`src/rtl/ask_demod_ctrl_if.sv`:
```
// Host/demodulator-facing bundle of the ASK acquisition/lock controller.
// master: host side (drives enable and the thresholded envelope).
// slave : controller side (drives lock status and demodulator configuration).
interface ask_demod_ctrl_if;
    localparam int unsigned SPB_W  = 14;
    localparam int unsigned RATE_W = 4;

    logic              en;
    logic              env_high;
    logic              demod_en;
    logic [SPB_W-1:0]  spb;
    logic [RATE_W-1:0] rate_kbps;
    logic              locked;
    logic              sync_pulse;
    logic              err_pulse;

    modport master (
        output en,
        output env_high,
        input  demod_en,
        input  spb,
        input  rate_kbps,
        input  locked,
        input  sync_pulse,
        input  err_pulse
    );

    modport slave (
        input  en,
        input  env_high,
        output demod_en,
        output spb,
        output rate_kbps,
        output locked,
        output sync_pulse,
        output err_pulse
    );
endinterface

```
`src/rtl/ask_demod_ctrl.sv`:
```
// ASK demodulator acquisition/lock controller.
// Measures the shortest envelope run over MIN_EDGES runs, classifies the
// bit rate (6/8/10 kbps), configures and enables the demodulator, and emits
// one re-sync pulse per accepted edge while locked. Drops lock after
// LOSS_CYC cycles without an edge and re-acquires.
// Optional build macro ASK_DEMOD_CTRL_GLITCH_EN: adds a 3-sample persistence
// filter on env_high (edge latency 3 cycles instead of 1).
module ask_demod_ctrl #(
    parameter int unsigned SPB_6K    = 5000,
    parameter int unsigned SPB_8K    = 3750,
    parameter int unsigned SPB_10K   = 3000,
    parameter int unsigned TOL       = 200,
    parameter int unsigned MIN_EDGES = 8,
    parameter int unsigned LOSS_CYC  = 150000,
    parameter int unsigned CNT_W     = 18
) (
    input  logic            clk,
    input  logic            rst,
    ask_demod_ctrl_if.slave bus
);
    localparam int unsigned SPB_W  = 14;
    localparam int unsigned RATE_W = 4;
    localparam int unsigned EC_W   = $clog2(MIN_EDGES + 1);

    localparam logic [1:0] ST_IDLE     = 2'd0;
    localparam logic [1:0] ST_ACQ      = 2'd1;
    localparam logic [1:0] ST_CLASSIFY = 2'd2;
    localparam logic [1:0] ST_LOCKED   = 2'd3;

    localparam logic [CNT_W-1:0] CNT_MAX  = {CNT_W{1'b1}};
    localparam logic [CNT_W-1:0] LOSS_TH  = CNT_W'(LOSS_CYC);
    localparam logic [CNT_W-1:0] TOL_C    = CNT_W'(TOL);
    localparam logic [CNT_W-1:0] SPB10_C  = CNT_W'(SPB_10K);
    localparam logic [CNT_W-1:0] SPB8_C   = CNT_W'(SPB_8K);
    localparam logic [CNT_W-1:0] SPB6_C   = CNT_W'(SPB_6K);
    localparam logic [EC_W-1:0]  EDGES_C  = EC_W'(MIN_EDGES);

    // |run - ref_v| <= TOL without ever forming a negative difference
    function automatic logic within_tol(input logic [CNT_W-1:0] run,
                                        input logic [CNT_W-1:0] ref_v);
        logic [CNT_W-1:0] diff;
        diff = (run >= ref_v) ? (run - ref_v) : (ref_v - run);
        return (diff <= TOL_C);
    endfunction

    logic               edge_c;
    logic               timeout_c;
    logic               glitch_c;
    logic [CNT_W-1:0]   spb_ext_c;
    logic [CNT_W-1:0]   spb_lo_c;
    logic [CNT_W-1:0]   run_inc_c;
    logic [EC_W-1:0]    edge_inc_c;

    logic [1:0]         state_q,      state_d;
    logic [CNT_W-1:0]   run_cnt_q,    run_cnt_d;
    logic [CNT_W-1:0]   min_run_q,    min_run_d;
    logic [EC_W-1:0]    edge_cnt_q,   edge_cnt_d;
    logic               first_seen_q, first_seen_d;
    logic [SPB_W-1:0]   spb_q,        spb_d;
    logic [RATE_W-1:0]  rate_q,       rate_d;
    logic               locked_q,     locked_d;
    logic               demod_en_q,   demod_en_d;
    logic               sync_q,       sync_d;
    logic               err_q,        err_d;

`ifdef ASK_DEMOD_CTRL_GLITCH_EN
    logic [1:0] hist_q;
    logic       filt_q;

    // Filtered level moves only after three consecutive equal samples
    assign edge_c = (bus.env_high == hist_q[0]) && (bus.env_high == hist_q[1]) &&
                    (bus.env_high != filt_q);

    // Sample history and filtered envelope level
    always_ff @(posedge clk) begin
        if (rst) begin
            hist_q <= 2'b00;
            filt_q <= 1'b0;
        end else begin
            hist_q <= {hist_q[0], bus.env_high};
            if (edge_c) begin
                filt_q <= bus.env_high;
            end
        end
    end
`else
    logic env_q;

    assign edge_c = bus.env_high ^ env_q;

    // Previous envelope sample for raw edge detection
    always_ff @(posedge clk) begin
        if (rst) begin
            env_q <= 1'b0;
        end else begin
            env_q <= bus.env_high;
        end
    end
`endif

    assign timeout_c  = (run_cnt_q >= LOSS_TH);
    assign run_inc_c  = (run_cnt_q == CNT_MAX) ? run_cnt_q : (run_cnt_q + CNT_W'(1));
    assign edge_inc_c = edge_cnt_q + EC_W'(1);
    assign spb_ext_c  = CNT_W'(spb_q);
    assign spb_lo_c   = (spb_ext_c > TOL_C) ? (spb_ext_c - TOL_C) : '0;
    assign glitch_c   = (run_cnt_q < spb_lo_c);

    // State and output registers
    always_ff @(posedge clk) begin
        if (rst) begin
            state_q      <= ST_IDLE;
            run_cnt_q    <= '0;
            min_run_q    <= '1;
            edge_cnt_q   <= '0;
            first_seen_q <= 1'b0;
            spb_q        <= '0;
            rate_q       <= '0;
            locked_q     <= 1'b0;
            demod_en_q   <= 1'b0;
            sync_q       <= 1'b0;
            err_q        <= 1'b0;
        end else begin
            state_q      <= state_d;
            run_cnt_q    <= run_cnt_d;
            min_run_q    <= min_run_d;
            edge_cnt_q   <= edge_cnt_d;
            first_seen_q <= first_seen_d;
            spb_q        <= spb_d;
            rate_q       <= rate_d;
            locked_q     <= locked_d;
            demod_en_q   <= demod_en_d;
            sync_q       <= sync_d;
            err_q        <= err_d;
        end
    end

    // Next-state, run measurement and classification
    always_comb begin
        state_d      = state_q;
        run_cnt_d    = run_cnt_q;
        min_run_d    = min_run_q;
        edge_cnt_d   = edge_cnt_q;
        first_seen_d = first_seen_q;
        spb_d        = spb_q;
        rate_d       = rate_q;
        locked_d     = locked_q;
        demod_en_d   = demod_en_q;
        sync_d       = 1'b0;
        err_d        = 1'b0;

        if (!bus.en) begin
            state_d      = ST_IDLE;
            run_cnt_d    = '0;
            min_run_d    = '1;
            edge_cnt_d   = '0;
            first_seen_d = 1'b0;
            spb_d        = '0;
            rate_d       = '0;
            locked_d     = 1'b0;
            demod_en_d   = 1'b0;
        end else begin
            if (state_q != ST_IDLE) begin
                run_cnt_d = run_inc_c;
            end

            case (state_q)
                ST_IDLE: begin
                    state_d      = ST_ACQ;
                    run_cnt_d    = '0;
                    min_run_d    = '1;
                    edge_cnt_d   = '0;
                    first_seen_d = 1'b0;
                end

                ST_ACQ: begin
                    if (edge_c) begin
                        run_cnt_d = CNT_W'(1);
                        if (!first_seen_q) begin
                            first_seen_d = 1'b1;
                        end else begin
                            min_run_d  = (run_cnt_q < min_run_q) ? run_cnt_q : min_run_q;
                            edge_cnt_d = edge_inc_c;
                            if (edge_inc_c == EDGES_C) begin
                                state_d = ST_CLASSIFY;
                            end
                        end
                    end else if (timeout_c) begin
                        first_seen_d = 1'b0;
                        edge_cnt_d   = '0;
                        min_run_d    = '1;
                    end
                end

                ST_CLASSIFY: begin
                    if (edge_c) begin
                        run_cnt_d = CNT_W'(1);
                    end
                    if (within_tol(min_run_q, SPB10_C)) begin
                        state_d    = ST_LOCKED;
                        spb_d      = SPB_W'(SPB_10K);
                        rate_d     = RATE_W'(10);
                        locked_d   = 1'b1;
                        demod_en_d = 1'b1;
                    end else if (within_tol(min_run_q, SPB8_C)) begin
                        state_d    = ST_LOCKED;
                        spb_d      = SPB_W'(SPB_8K);
                        rate_d     = RATE_W'(8);
                        locked_d   = 1'b1;
                        demod_en_d = 1'b1;
                    end else if (within_tol(min_run_q, SPB6_C)) begin
                        state_d    = ST_LOCKED;
                        spb_d      = SPB_W'(SPB_6K);
                        rate_d     = RATE_W'(6);
                        locked_d   = 1'b1;
                        demod_en_d = 1'b1;
                    end else begin
                        // Keep first_seen: the run ending at the next edge is already timed
                        err_d      = 1'b1;
                        state_d    = ST_ACQ;
                        edge_cnt_d = '0;
                        min_run_d  = '1;
                        if (edge_c) begin
                            min_run_d  = run_cnt_q;
                            edge_cnt_d = EC_W'(1);
                        end
                    end
                end

                ST_LOCKED: begin
                    if (edge_c && !glitch_c) begin
                        run_cnt_d = CNT_W'(1);
                        sync_d    = 1'b1;
                    end else if (!edge_c && timeout_c) begin
                        // spb stays valid so the demodulator never sees 0 mid-bit
                        state_d      = ST_ACQ;
                        locked_d     = 1'b0;
                        demod_en_d   = 1'b0;
                        rate_d       = '0;
                        first_seen_d = 1'b0;
                        edge_cnt_d   = '0;
                        min_run_d    = '1;
                    end
                end

                default: begin
                    state_d = ST_IDLE;
                end
            endcase
        end
    end

    assign bus.demod_en   = demod_en_q;
    assign bus.spb        = spb_q;
    assign bus.rate_kbps  = rate_q;
    assign bus.locked     = locked_q;
    assign bus.sync_pulse = sync_q;
    assign bus.err_pulse  = err_q;

endmodule

```
`src/flat_wrapper.sv`:
```
// flat-port wrapper written by rule: the top's interface ports become plain ports
module ask_demod_ctrl_flat 
#(
    parameter int unsigned SPB_6K    = 5000,
    parameter int unsigned SPB_8K    = 3750,
    parameter int unsigned SPB_10K   = 3000,
    parameter int unsigned TOL       = 200,
    parameter int unsigned MIN_EDGES = 8,
    parameter int unsigned LOSS_CYC  = 150000,
    parameter int unsigned CNT_W     = 18
)
  (clk, rst, bus_en, bus_env_high, bus_demod_en, bus_spb, bus_rate_kbps, bus_locked, bus_sync_pulse, bus_err_pulse);
  ask_demod_ctrl_if bus_i ();
  input  logic clk;
  input  logic rst;
  input wire logic [$bits(bus_i.en)-1:0] bus_en;
  input wire logic [$bits(bus_i.env_high)-1:0] bus_env_high;
  output wire logic [$bits(bus_i.demod_en)-1:0] bus_demod_en;
  output wire logic [$bits(bus_i.spb)-1:0] bus_spb;
  output wire logic [$bits(bus_i.rate_kbps)-1:0] bus_rate_kbps;
  output wire logic [$bits(bus_i.locked)-1:0] bus_locked;
  output wire logic [$bits(bus_i.sync_pulse)-1:0] bus_sync_pulse;
  output wire logic [$bits(bus_i.err_pulse)-1:0] bus_err_pulse;
  assign bus_i.en = bus_en;
  assign bus_i.env_high = bus_env_high;
  assign bus_demod_en = bus_i.demod_en;
  assign bus_spb = bus_i.spb;
  assign bus_rate_kbps = bus_i.rate_kbps;
  assign bus_locked = bus_i.locked;
  assign bus_sync_pulse = bus_i.sync_pulse;
  assign bus_err_pulse = bus_i.err_pulse;
  ask_demod_ctrl #(.SPB_6K(SPB_6K), .SPB_8K(SPB_8K), .SPB_10K(SPB_10K), .TOL(TOL), .MIN_EDGES(MIN_EDGES), .LOSS_CYC(LOSS_CYC), .CNT_W(CNT_W)) u_core (.clk(clk), .rst(rst), .bus(bus_i));
endmodule
```
`config.mk`:
```
export PLATFORM = sky130hd
export DESIGN_NAME = ask_demod_ctrl_flat
export DESIGN_NICKNAME = d
export VERILOG_FILES = /design/src/rtl/ask_demod_ctrl_if.sv /design/src/rtl/ask_demod_ctrl.sv /design/src/flat_wrapper.sv
export SDC_FILE = /design/constraint.sdc
export NUM_CORES = 1
export LEC_CHECK = 0
export ABC_AREA = 1
export CORE_ASPECT_RATIO = 2
export CORE_MARGIN = 1.5
export CORE_UTILIZATION = 60
export CTS_CLUSTER_SIZE = 12
export DETAILED_ROUTE_END_ITERATION = 6
export PLACE_DENSITY_LB_ADDON = 0.3
export SLEW_MARGIN = 15
export SYNTH_ARGS = -nofsm -noshare
export SYNTH_HDL_FRONTEND = slang
export SYNTH_SLANG_ARGS = --single-unit
```
`constraint.sdc`:
```
create_clock -name clk -period 6.9 [get_ports clk]
set_input_delay 2.07 -clock clk [delete_from_list [all_inputs] [get_ports clk]]
set_output_delay 2.07 -clock clk [all_outputs]
set_load 0.02 [all_outputs]
```
Yosys cells after proc, flatten, opt, wreduce, memory -nomap -nowiden
Cells that the tools add are included.
- logic and storage cells: 127
- bits in registers: 65
- input port bits: 4
- equality and inequality tests: 17
- $add $sub $neg: 9
- $lt $le $gt $ge: 10
- reductions and logical operators: 19
- muxes and demuxes: 57
- bitwise operators: 4
- operator list (operator ; number):
    18-bit 2-to-1 mux ; 18
    18-bit one-hot mux with 4 select lines ; 1
    18-bit by 8-bit <= comparator with 1-bit output (second input constant) ; 3
    18-bit one-hot mux with 3 select lines ; 1
    4-bit 2-to-1 mux ; 11
    14-bit 2-to-1 mux ; 3
    18-bit by 12-bit >= comparator with 1-bit output (second input constant) ; 2
    18-bit less-than comparator ; 2
    12-bit by 18-bit subtractor with 18-bit output (first input constant) ; 2
    18-bit by 12-bit subtractor with 18-bit output (second input constant) ; 2
    18-bit by 1-bit adder with 18-bit output (second input constant) ; 1
    18-bit == test (second input constant) ; 1
    18-bit by 13-bit >= comparator with 1-bit output (second input constant) ; 1
    18-bit >= comparator (second input constant) ; 1
    13-bit by 18-bit subtractor with 18-bit output (first input constant) ; 1
    18-bit by 13-bit subtractor with 18-bit output (second input constant) ; 1
    2-bit 2-to-1 mux ; 8
    4-bit one-hot mux with 4 select lines ; 1
    14-bit by 8-bit subtractor with 15-bit output (second input constant) ; 1
    14-bit by 8-bit > comparator with 1-bit output (second input constant) ; 1
    1-bit 2-to-1 mux ; 10
    2-bit by 1-bit inequality test with 1-bit output (second input constant) ; 4
    2-bit inequality test (second input constant) ; 4
    2-bit one-hot mux with 4 select lines ; 1
    25 further kinds ; 35

Depth between registers and ports, before layout
- depth in word-level cells: 7
- depth in mapped cells: 24

Worst setup path before layout
Ideal clock, no wire load.
- path type: input port to flip-flop
- from: in bus_env_high
- to: reg u_core.min_run_q[1]
- path slack: 3.308 ns
- data arrival time: 3.462 ns
- stages: 11
- path through: or2_2 > nand2_1 > nand3_1 > o21a_1 > a21oi_1 > nand2_4 > nor2_8 > inv_6 > buf_6 > nand2_1 > nand3_1
- word-level cells in the longest chain between the ends: 6
- ends and longest elaborated chain (what ; line ; RTL):
    from (decl) ; flat_wrapper.sv:17 ; input wire logic [$bits(bus_i.env_high)-1:0] bus_env_high;
    1-bit XOR * ; ask_demod_ctrl.sv:89 ; assign edge_c = bus.env_high ^ env_q;
    18-bit 2-to-1 mux ; ask_demod_ctrl.sv:222 ; if (edge_c) begin
    18-bit 2-to-1 mux ; ask_demod_ctrl.sv:210 ; end else if (within_tol(min_run_q, SPB6_C)) begin
    18-bit 2-to-1 mux ; ask_demod_ctrl.sv:204 ; end else if (within_tol(min_run_q, SPB8_C)) begin
    18-bit 2-to-1 mux ; ask_demod_ctrl.sv:198 ; if (within_tol(min_run_q, SPB10_C)) begin
    18-bit one-hot mux with 4 select lines ; ask_demod_ctrl.sv:166 ; case (state_q)
    to (signal assigned) ; ask_demod_ctrl.sv:125 ; min_run_q <= min_run_d;
    to (decl) ; ask_demod_ctrl.sv:56 ; logic [CNT_W-1:0] min_run_q, min_run_d;
Every way passes the cells marked *; elsewhere a longest branch is shown, timed or not. The select of a mux whose other input is x is not followed.
A chain may end at the register's enable or synchronous reset.

Final worst setup path
- from: in bus_en
- to: reg u_core.run_cnt_q[1]
- word-level cells in the longest chain between the ends: 2
- ends and longest elaborated chain (what ; line ; RTL):
    from (decl) ; flat_wrapper.sv:16 ; input wire logic [$bits(bus_i.en)-1:0] bus_en;
    1-bit NOT (no source line) ; n/a ;
    2-bit OR reduction (no source line) ; n/a ;
    to (signal assigned) ; ask_demod_ctrl.sv:124 ; run_cnt_q <= run_cnt_d;
    to (decl) ; ask_demod_ctrl.sv:55 ; logic [CNT_W-1:0] run_cnt_q, run_cnt_d;
Every way passes these cells.

==> results.yml <==
clocking:
  h-tree-depth: 2
  clock-sinks: 56
  cts-hold-fix-buffers: 0
  cts.reportedPaths.clkPinSlew_ns: 0.07
  clockBufferDepth: 2
  clk-insertion-delay-late_ns: 0.30
  cts-root-buf: "clkbuf_16"
  cts_tree: "yes"
  postCtsSetupRepairBufs: 0
  cts_buffers: 5
  ctsResizeCount: 0
floorplan:
  core_um2: 10150
  die_height_um: 147.5
  start_util_pct: 61.75
  row_count: 52
  ios: 26
  die_x_um: 75.27
  die-area_um2: 11110
final_layout:
  regArea_um2: 1121
  n_fill_cell: 1050
  antenna-diode-count: 0
  area_delta_synth_final_pct: 4.272
  nets: 1105
  multi_input_area_um2: 4443
  drive_gt1_share_pct: 5.899
  stdcell_count: 1186
critical_path:
  r2r_cells: 20
  crit_fanout: 27
  cp_data_required_time_ns: 7.11
  cp_slowest_cell: "clkdlybuf4s50_1"
  reg2reg_to: "u_core.min_run_q[7]"
  worstSetupPathType: "in -> reg"
  crit_path_cell_trace: "clkdlybuf4s50_1 -> inv_1 -> nor2_1 -> buf_4 -> inv_1 -> nor2_1 -> o21ai_0 -> a21oi_1 -> nand2_1 -> a211oi_1"
  r2r_slack_ns: 3.02
  cp_data_arrival_time_ns: 4.20
  worstSetupStartpoint: "bus_en"
  max_stage_delay_ns: 0.45
  r2r_start: "u_core.min_run_q[3]"
  cp-start-kind: "input port"
  crit_path_end_kind: "flop"
  endpoint: "u_core.run_cnt_q[1]"
sta:
  fin_worst_skew_ns: 0.007153
  fmax_mhz: 250.7
  drv_slew: 0
  period_needed_ns: 3.989
  hold_violations: 0
  slew_headroom_pct: 43.77
  totalNegativeSetupSlack_ns: 0
  rsz0062_at_grt: "no"
  worst_pin_slew_ns: 0.8329
  setup_viol: 0
  timing.final.crit_share_pct: 57.81
synthesis:
  syn_area_per_cell_um2: 5.941
  synth_flop_cell: "dfxtp_1"
  synth-seq-cells: 56
  synth_cell_types: 41
  synthArstFlopShare_pct: 0
  synth_edf_count: 0
  seq_area_frac_synth_pct: 17.89
  syn_inst: 1055
  yosys_warnings: 0
  synth_area_um2: 6267
min_path:
  worstHoldPathType: "reg -> reg"
global_route:
  grt.total_usage_pct: 41.29
  grt_max_degree: 28
  grt_pass1_vias: 6724
  grt_pass1_wl_mm: 34.01
  grt_overflow_total: 0
  antenna_found_initial: 0
routing:
  wl_per_cell_um: 18.38
  via_per_inst: 5.869
  drtAntennaViolNets: 0
  initialDrtViolationCount: 645
  drt_wl_total_mm: 21.79
  firstDrtPassIters: 6
  drcViolationCount: 0
  dr_total_vias: 6961
place:
  io_buffers: 21
  place_inst: 1178
  hpwl_mm: 16.18
  gp_congestion: 1.058
power:
  peakVddDrop_mv: 0.1802
  powerDensity_nw_per_um2: 121.7
  p_sw_uw: 273.1
  internal-power_uw: 522.4
  power.share.combinational_pct: 23.3
  p_sw_share_pct: 34.33
  clkPwrFrac_pct: 32.4
  pwr-share-seq_pct: 44.3
  leakagePower_nw: 3.220
run:
  maxCapViolations: 0
status:
  outcome: "complete, no violations"
## area by class of cell
class | count | share of cell area, %
Sequential cell | 56 | 17.15
Clock inverter | 2 | 0.2489
Clock buffer | 6 | 1.972
Inverter | 115 | 6.720
Timing Repair Buffer | 22 | 3.331
Multi-Input combinational cell | 850 | 67.99
Tap cell | 135 | 2.585
## cells in the final DEF (no fill, tap or decap), types with 2 or more instances in the layout
cell type and n:
nand2_1 330, nand2_2 12, nand3_2 4, inv_2 10
inv_1 102, xor2_1 28, nor2_1 118, xnor2_1 10
nor2_4 5, ha_1 51, nand3_1 115, clkdlybuf4s50_1 21
conb_1 5, a21oi_1 49, o21a_1 2, o21ai_0 50
nor3_1 12, o21bai_1 2, nor2_2 10, a31oi_1 2
o311ai_0 2, nor2_8 2, a211oi_1 4, o31ai_1 2
or2_2 2, nand3b_1 2, clkbuf_16 5, o21ai_1 4
o211ai_1 2, nand4_1 15, dfxtp_1 56, nand2_4 6
## cells in the mapped netlist, drive strengths merged (2+ instances only)
library cell | number | area (um2)
nand2 | 348 | 1381
nor2 | 135 | 601.8
nand3 | 119 | 615.6
inv | 114 | 435.4
dfxtp | 56 | 1121
o21ai | 54 | 270.3
ha | 51 | 638.1
a21oi | 49 | 245.2
buf | 32 | 256.5
xor2 | 28 | 245.2
nand4 | 16 | 106.4
nor3 | 12 | 60.06
xnor2 | 10 | 87.58
clkbuf | 5 | 18.77
a211oi | 4 | 30.03
a31oi | 2 | 12.51
conb | 2 | 7.510
nand3b | 2 | 15.01
o211ai | 2 | 15.01
o21a | 2 | 15.01
o21bai | 2 | 15.01
o311ai | 2 | 17.52
o31ai | 2 | 15.01
or2 | 2 | 12.51
## worst max-delay path, delay by kind of cell
family | cells | cell delay (ns)
buffers and inverters | 4 | 1.01
AO/OA/AOI/OAI | 3 | 0.53
AND/OR/NAND/NOR | 3 | 0.58
## worst min-delay path by stage
stage	slack [ns]	end	cells past startpoint	startpoint
6_report	0.47	u_core.bus.rate_kbps[2]	2	u_core.bus.rate_kbps[2]
5_1_grt	0.50	u_core.bus.rate_kbps[1]	2	u_core.bus.rate_kbps[1]
4_1_cts	0.46	u_core.bus.rate_kbps[2]	2	u_core.bus.rate_kbps[2]
3_5_place_dp	0.45	u_core.bus.rate_kbps[2]	2	u_core.bus.rate_kbps[2]
3_3_place_gp	0.47	u_core.bus.rate_kbps[3]	2	u_core.bus.rate_kbps[3]
2_1_floorplan	0.45	u_core.edge_cnt_q[2]	2	u_core.edge_cnt_q[2]
## per-stage QoR
step	setup slack (ns)	area, um2	hold WS (ns)	util [%]	power [mW]
after global placement	2.630	6390	0.4708	62.96	0.5352
after CTS	2.926	6535	0.4642	64.39	0.7874
after detailed placement	2.626	6390	0.4530	62.96	0.5372
after global routing	2.539	6535	0.5001	64.39	0.8293
after floorplan	3.308	6279	0.4508	-	0.4994
final	2.911	6535	0.4704	64.39	0.7955
## logic make-up after synthesis
group / synth area share (%)
compound gates: 10.44
simple gates: 44.66
buf+inv: 11.40
xor+xnor: 5.310
fa+ha+maj: 10.18
other cells: 0.1198
flops: 17.89
## flip-flops by register name (all words and copies together), names as in the netlist
name and flops:
u_core.env_q 1, u_core.first_seen_q 1, u_core.min_run_q 18, u_core.run_cnt_q 18, u_core.edge_cnt_q 4, u_core.state_q 2, u_core.bus.sync_pulse 1, u_core.bus.locked 1
u_core.bus.rate_kbps 3, u_core.bus.err_pulse 1, u_core.bus.spb 6
## power by group through the flow
stage	combinational (mW)	clock, mW	sequential, mW
4_1_cts	0.180	0.256	0.351
3_5_place_dp	0.178	0	0.359
6_report	0.185	0.258	0.353
3_3_place_gp	0.176	0	0.359
2_1_floorplan	0.155	0	0.344
5_1_grt	0.209	0.266	0.354
## routing by layer
layer / vias to the layer above / track usage (%) / share of wire (%)
li1: 3364 / - / -
met1: 3166 / 38.95 / 33
met2: 287 / 68.72 / 49
met3: 144 / 12.88 / 7.3
met4: 0 / 35.36 / 10
met5: - / 0 / 0
Note: power is estimated with default switching activity, not from simulation.
